File: src/rtl/mult_pkg.sv
// Shared types and helpers for the multiplier datapath and its downstream
// accumulation stages.
package mult_pkg;

   localparam int PROD_W    = 8;
   localparam int ACC_W_DEF = 12;

   typedef enum logic [0:0] {
      ACCUM = 1'b0,
      HOLD  = 1'b1
   } acc_state_t;

   // Generic add with carry-out for widths up to 32 bits.
   // Returns {carry, result}; result clamps to all-ones when sat is set.
   function automatic logic [32:0] sat_add(
      input logic [31:0] a,
      input logic [31:0] b,
      input int unsigned w,
      input logic        sat
   );
      logic [32:0] s;
      logic [31:0] mask;
      logic        c;
      mask = (w >= 32'd32) ? 32'hFFFF_FFFF : ((32'd1 << w) - 32'd1);
      s    = {1'b0, a} + {1'b0, b};
      c    = (w >= 32'd32) ? s[32] : (|(s[31:0] & ~mask));
      if (c && sat) begin
         return {1'b1, mask};
      end else begin
         return {c, s[31:0] & mask};
      end
   endfunction

endpackage

File: src/rtl/product_accumulator_sat_adder.sv
// Combinational accumulator adder: adds a narrow product into an ACC_W-bit
// value, reporting the carry and optionally clamping on overflow.
module sat_adder
   import mult_pkg::*;
#(
   parameter int IN_W     = 8,
   parameter int ACC_W    = 12,
   parameter int SATURATE = 1
) (
   input  logic [ACC_W-1:0] i_acc,
   input  logic [IN_W-1:0]  i_add,
   output logic [ACC_W-1:0] o_sum,
   output logic             o_carry
);

   logic [ACC_W:0] w_sum;

   assign w_sum   = {1'b0, i_acc} + {{(ACC_W + 1 - IN_W){1'b0}}, i_add};
   assign o_carry = w_sum[ACC_W];

   // Clamp or wrap the result depending on the overflow policy.
   always_comb begin
      if (w_sum[ACC_W] && (SATURATE != 0)) begin
         o_sum = {ACC_W{1'b1}};
      end else begin
         o_sum = w_sum[ACC_W-1:0];
      end
   end

endmodule

File: src/rtl/product_accumulator.sv
// Sums bursts of multiplier products and presents each finished sum on a
// valid/ready port, holding it until the consumer takes it.
module product_accumulator #(
   parameter int PROD_W   = mult_pkg::PROD_W,
   parameter int ACC_W    = mult_pkg::ACC_W_DEF,
   parameter int BURST    = 4,
   parameter int SATURATE = 1
) (
   input  logic              i_clk,
   input  logic              i_rst,
   input  logic              i_clear,
   input  logic              i_in_valid,
   output logic              o_in_ready,
   input  logic [PROD_W-1:0] i_in_prod,
   input  logic              i_in_last,
   output logic              o_out_valid,
   input  logic              i_out_ready,
   output logic [ACC_W-1:0]  o_out_sum,
   output logic [3:0]        o_out_count,
   output logic              o_out_ovf
);

   import mult_pkg::*;

   acc_state_t       r_state;
   logic [ACC_W-1:0] r_acc;
   logic [3:0]       r_cnt;
   logic             r_ovf;
   logic [ACC_W-1:0] r_out_sum;
   logic [3:0]       r_out_count;
   logic             r_out_ovf;
   logic             r_out_valid;
   logic             r_in_ready;

   logic [ACC_W-1:0] w_sum;
   logic             w_carry;
   logic             w_accept;
   logic [3:0]       w_cnt_nxt;
   logic             w_end;

   sat_adder #(
      .IN_W     (PROD_W),
      .ACC_W    (ACC_W),
      .SATURATE (SATURATE)
   ) u_sat_adder (
      .i_acc   (r_acc),
      .i_add   (i_in_prod),
      .o_sum   (w_sum),
      .o_carry (w_carry)
   );

   assign w_accept  = i_in_valid && r_in_ready && (r_state == ACCUM);
   assign w_cnt_nxt = r_cnt + 4'd1;
   // in_last on the BURST-th product still yields a single burst end.
   assign w_end     = (w_cnt_nxt == 4'(BURST)) || i_in_last;

   // Burst FSM, accumulator, counters and registered output port.
   always_ff @(posedge i_clk or posedge i_rst) begin
      if (i_rst) begin
         r_state     <= ACCUM;
         r_acc       <= '0;
         r_cnt       <= 4'd0;
         r_ovf       <= 1'b0;
         r_out_sum   <= '0;
         r_out_count <= 4'd0;
         r_out_ovf   <= 1'b0;
         r_out_valid <= 1'b0;
         r_in_ready  <= 1'b0;
      end else if (i_clear) begin
         r_state     <= ACCUM;
         r_acc       <= '0;
         r_cnt       <= 4'd0;
         r_ovf       <= 1'b0;
         r_out_valid <= 1'b0;
         r_in_ready  <= 1'b1;
      end else begin
         case (r_state)
            ACCUM: begin
               r_in_ready  <= 1'b1;
               r_out_valid <= 1'b0;
               if (w_accept) begin
                  if (w_end) begin
                     r_out_sum   <= w_sum;
                     r_out_count <= w_cnt_nxt;
                     r_out_ovf   <= r_ovf | w_carry;
                     r_acc       <= '0;
                     r_cnt       <= 4'd0;
                     r_ovf       <= 1'b0;
                     r_out_valid <= 1'b1;
                     r_in_ready  <= 1'b0;
                     r_state     <= HOLD;
                  end else begin
                     r_acc <= w_sum;
                     r_cnt <= w_cnt_nxt;
                     r_ovf <= r_ovf | w_carry;
                  end
               end
            end
            HOLD: begin
               if (i_out_ready) begin
                  r_out_valid <= 1'b0;
                  r_in_ready  <= 1'b1;
                  r_state     <= ACCUM;
               end
            end
            default: begin
               r_state     <= ACCUM;
               r_acc       <= '0;
               r_cnt       <= 4'd0;
               r_ovf       <= 1'b0;
               r_out_valid <= 1'b0;
               r_in_ready  <= 1'b1;
            end
         endcase
      end
   end

   assign o_in_ready  = r_in_ready;
   assign o_out_valid = r_out_valid;
   assign o_out_sum   = r_out_sum;
   assign o_out_count = r_out_count;
   assign o_out_ovf   = r_out_ovf;

endmodule

File: config.mk
export PLATFORM = sky130hd
export DESIGN_NAME = product_accumulator
export DESIGN_NICKNAME = d
export VERILOG_FILES = /design/src/rtl/mult_pkg.sv /design/src/rtl/product_accumulator_sat_adder.sv /design/src/rtl/product_accumulator.sv
export SDC_FILE = /design/constraint.sdc
export NUM_CORES = 1
export LEC_CHECK = 0
export BUFFER_PORTS_ARGS = -buffer_cell sky130_fd_sc_hd__buf_2
export CORE_ASPECT_RATIO = 1.25
export CORE_MARGIN = 5
export CORE_UTILIZATION = 45
export CTS_CLUSTER_DIAMETER = 200
export CTS_CLUSTER_SIZE = 16
export DETAILED_ROUTE_END_ITERATION = 8
export HOLD_SLACK_MARGIN = 0.02
export PLACE_DENSITY_LB_ADDON = 0.25
export SETUP_SLACK_MARGIN = 0.05
export SYNTH_ARGS = -nofsm -noshare
export SYNTH_HDL_FRONTEND = slang
export SYNTH_SLANG_ARGS = --single-unit
export TNS_END_PERCENT = 100
File: constraint.sdc
create_clock -name i_clk -period 2.9 [get_ports i_clk]
set_clock_uncertainty 0.1 [all_clocks]
set_input_delay 0.145 -clock i_clk [delete_from_list [all_inputs] [get_ports i_clk]]
set_output_delay 0.145 -clock i_clk [all_outputs]
set_load 0.01 [all_outputs]
==> impl_metrics.tcl <==
set metrics [dict create \
    seq_power_share_pct 49.4 \
    synth_enable_flop_cells 0 \
    result_of_the_run "complete, no violations" \
    antenna_violating_nets_left 0 \
    logic_gate_share_of_total_power_pct 20.4 \
    synth-warning-count 0 \
    hold_viol_final 0 \
    synth.ff_latch_count 37 \
    yosysTopAreaCellShare_pct 44.74 \
    r2r_end "r_acc[7]" \
    routed_via_density 5.561 \
    required_ns 2.99 \
    wire_length_of_the_first_global_routing_pass_microns 7748 \
    mostFrequentLayoutCell "dfrtp_1" \
    syn_area_sq_um 2069 \
    initial_core_util_pct 46.76 \
    rsz_0062_raised_after_global_routing "no" \
    std_cell_rows 27 \
    grt_remaining_overflow 0 \
    wire_per_inst_microns 14.88 \
    cts.hold.buffers_added 1 \
    route.vias.total 1685 \
    finish.cell_count_without_fillers 303 \
    timing.reg2reg.setup_slack_ns 0.55 \
    design.final.nets 268 \
    core_sq_um 4425 \
    finalSetupTns_ns 0 \
    drt_pre_antenna_iters 4 \
    synth_top_flop_cell "dfrtp_1" \
    first_global_vias 1679 \
    fillCellCount 430 \
    crit_type "register to register" \
    syn_to_final_growth_pct 13.48 \
    layout_cell_share_with_drive_strength_beyond_1_pct 24.49 \
    total_leakage_power_nw 1.146 \
    worstRegToRegCells 7 \
    dpl.cell_count 294 \
    drt-total-wl_microns 4510 \
    worst-endpoint-arrival_ns 2.44 \
    setup_viol_count_final 0 \
    final_design_area_no_fill_sq_um 2349 \
    grt_util_all_layers_pct 15.91 \
    cts_max_path_buffers 2 \
    die-height_microns 85.82 \
    synth_seq_area_share_pct 44.74 \
    worst_hold_startpoint "i_out_ready" \
    cts-root-buf "clkbuf_8" \
    globalplace.congestion 0.8175 \
    synth_cell_type_count 50 \
    insertion_delay_ns 0.29 \
    antenna_found_initial 0 \
    post_layout_min_period_ns 2.351 \
    timing.final.max_slew_violations 0 \
    postSynthAreaPerCell_sq_um 9.762 \
    floorplan.die_area_sq_um 6064 \
    drt_drc_violations_left 0 \
    max_cap_violations 0 \
    hpwlAfterDp_microns 3338 \
    p_int_w 0.0008298 \
    worst_pin_slew_ns 0.7076 \
    clock_buffer_count_from_cts 5 \
    cts_num_sinks 37 \
    period_share_pct 81.07 \
    worst_hold_path_type "primary input to register" \
    asyncSetResetFlopFracSynth_pct 100.0 \
    postCtsSetupRepairBufs 0 \
    hold_depth 3 \
    p_switching_w 0.0003647 \
    mostFrequentLayoutCells "dfrtp_1, buf_2, nand2_1" \
    drt_iter0_drc 97 \
    insertedDiodeCount 0 \
    worstSetupStartpointType "register" \
    cts_htree_levels 2 \
    post-synth-top-area-cell "dfrtp_1" \
    ys_top_cells_by_area "dfrtp_1, ha_1, nand2_1" \
    synth_fp_nets 236 \
    max-slew-margin-rel_pct 52.77 \
    post_cts.resized_instances 0 \
    r2r-start "r_acc[0]" \
    worstPathMaxFanout 13 \
    holdPathEnd "r_state" \
    timing.critical_path.to_type "register" \
    design.portCount 33 \
    die_width_microns 70.66 \
    dpl_cell_area_sq_um 2252 \
    syn-instance-count 212 \
    power_density_nw_per_um2 508.6 \
    fmax_mhz 425.4 \
    cts.reportedPaths.clkPinSlew_ns 0.08 \
    p_clk_share_pct 30.3 \
    largest_voltage_drop_on_the_vdd_net_uv 331.2 \
    power_switching_share_pct 30.53 \
    buffer_ports.inserted 32 \
    clock_tree_from_tritoncts "done" \
    grt_max_degree 25 \
]
## cell type report
cell class	count	area [sq um]	share of cell area (%)
tap	58	72.57	3.090
timing repair buffer	36	192.7	8.205
clock inverter	3	17.52	0.7459
sequential	37	925.9	39.42
clock buffer	5	68.82	2.930
inverter	4	15.01	0.6393
multi-input combinational	160	1056	44.97
## worst max-delay path, cell delays in order, from the launching register on
cell and delay, ns:
dfrtp_1 0.39, ha_1 0.20, fa_1 0.42, a211oi_1 0.38
o211ai_2 0.15, and3_4 0.26, a22o_1 0.21, a21o_1 0.15
## state kept, by name, summed over array words and instances (netlist names)
signal / flops
r_acc: 12
r_state: 1
o_out_ovf: 1
o_out_count: 4
r_ovf: 1
o_out_sum: 12
r_cnt: 4
o_out_valid: 1
o_in_ready: 1
## cell usage after synthesis, drive strengths merged (2+ instances only)
cell type / count
nand3: 6
or3: 2
o2111ai: 2
ha: 9
a22o: 2
nand2b: 3
nand4: 3
o21ai: 29
and3: 3
o21a: 5
a211oi: 4
clkbuf: 4
buf: 7
nor2: 14
xnor2: 3
xor2: 3
o211ai: 4
nand2: 29
inv: 4
o31ai: 3
a21o: 5
a21oi: 13
dfrtp: 37
o2111a: 2
## per-layer routing
metal | part of all wire [%] | up-vias | GRT usage, %
li1 | - | 835 | -
met1 | 44 | 821 | 19.13
met3 | 3.7 | 5 | 3.751
met2 | 52 | 24 | 28.02
met4 | 0.89 | 0 | 5.128
met5 | 0 | - | 0
## per-stage QoR
stage          setup WS (ns)  hold WS (ns)  utilization, %  total power, W
2_1_floorplan         0.7135        0.2247               -       0.0007578
3_3_place_gp          0.6064        0.1847           50.89       0.0008416
3_5_place_dp          0.5707        0.1954           50.89       0.0008466
4_1_cts               0.5559       0.02186           53.07        0.001208
5_1_grt               0.3794       0.03257           53.07        0.001269
6_report              0.5490       0.02968           53.07        0.001194
## how the worst max path moves through the flow
stage / end / cells past startpoint / start / slack (ns)
2_1_floorplan: r_acc[9] / 8 / r_acc[0] / 0.71
3_3_place_gp: r_acc[7] / 7 / r_acc[0] / 0.61
3_5_place_dp: r_acc[7] / 7 / r_acc[0] / 0.57
4_1_cts: r_acc[7] / 7 / r_acc[0] / 0.56
5_1_grt: o_out_sum[8] / 7 / r_acc[0] / 0.38
6_report: r_acc[7] / 7 / r_acc[0] / 0.55
## cell families (layout without fill, tap and decap cells)
| family | Yosys count | after routing | share of synthesized area, % |
|---|---|---|---|
| compound gates | 76 | 76 | 24.85 |
| fa+ha+maj | 10 | 10 | 6.409 |
| simple gates | 67 | 67 | 16.69 |
| xor+xnor | 6 | 6 | 2.540 |
| flops | 37 | 37 | 44.74 |
| mux | 1 | 1 | 0.5441 |
| buf+inv | 15 | 48 | 4.231 |
## power by group through the flow
stage / logic (W) / registers, W / clock network (W)
after floorplan: 0.000141 / 0.000617 / 0
after global placement: 0.000242 / 0.000599 / 0
after detailed placement: 0.000245 / 0.000601 / 0
after CTS: 0.000247 / 0.000591 / 0.000370
after global routing: 0.000274 / 0.000598 / 0.000397
final: 0.000243 / 0.000590 / 0.000361
Power figures use the tool's default switching activity.
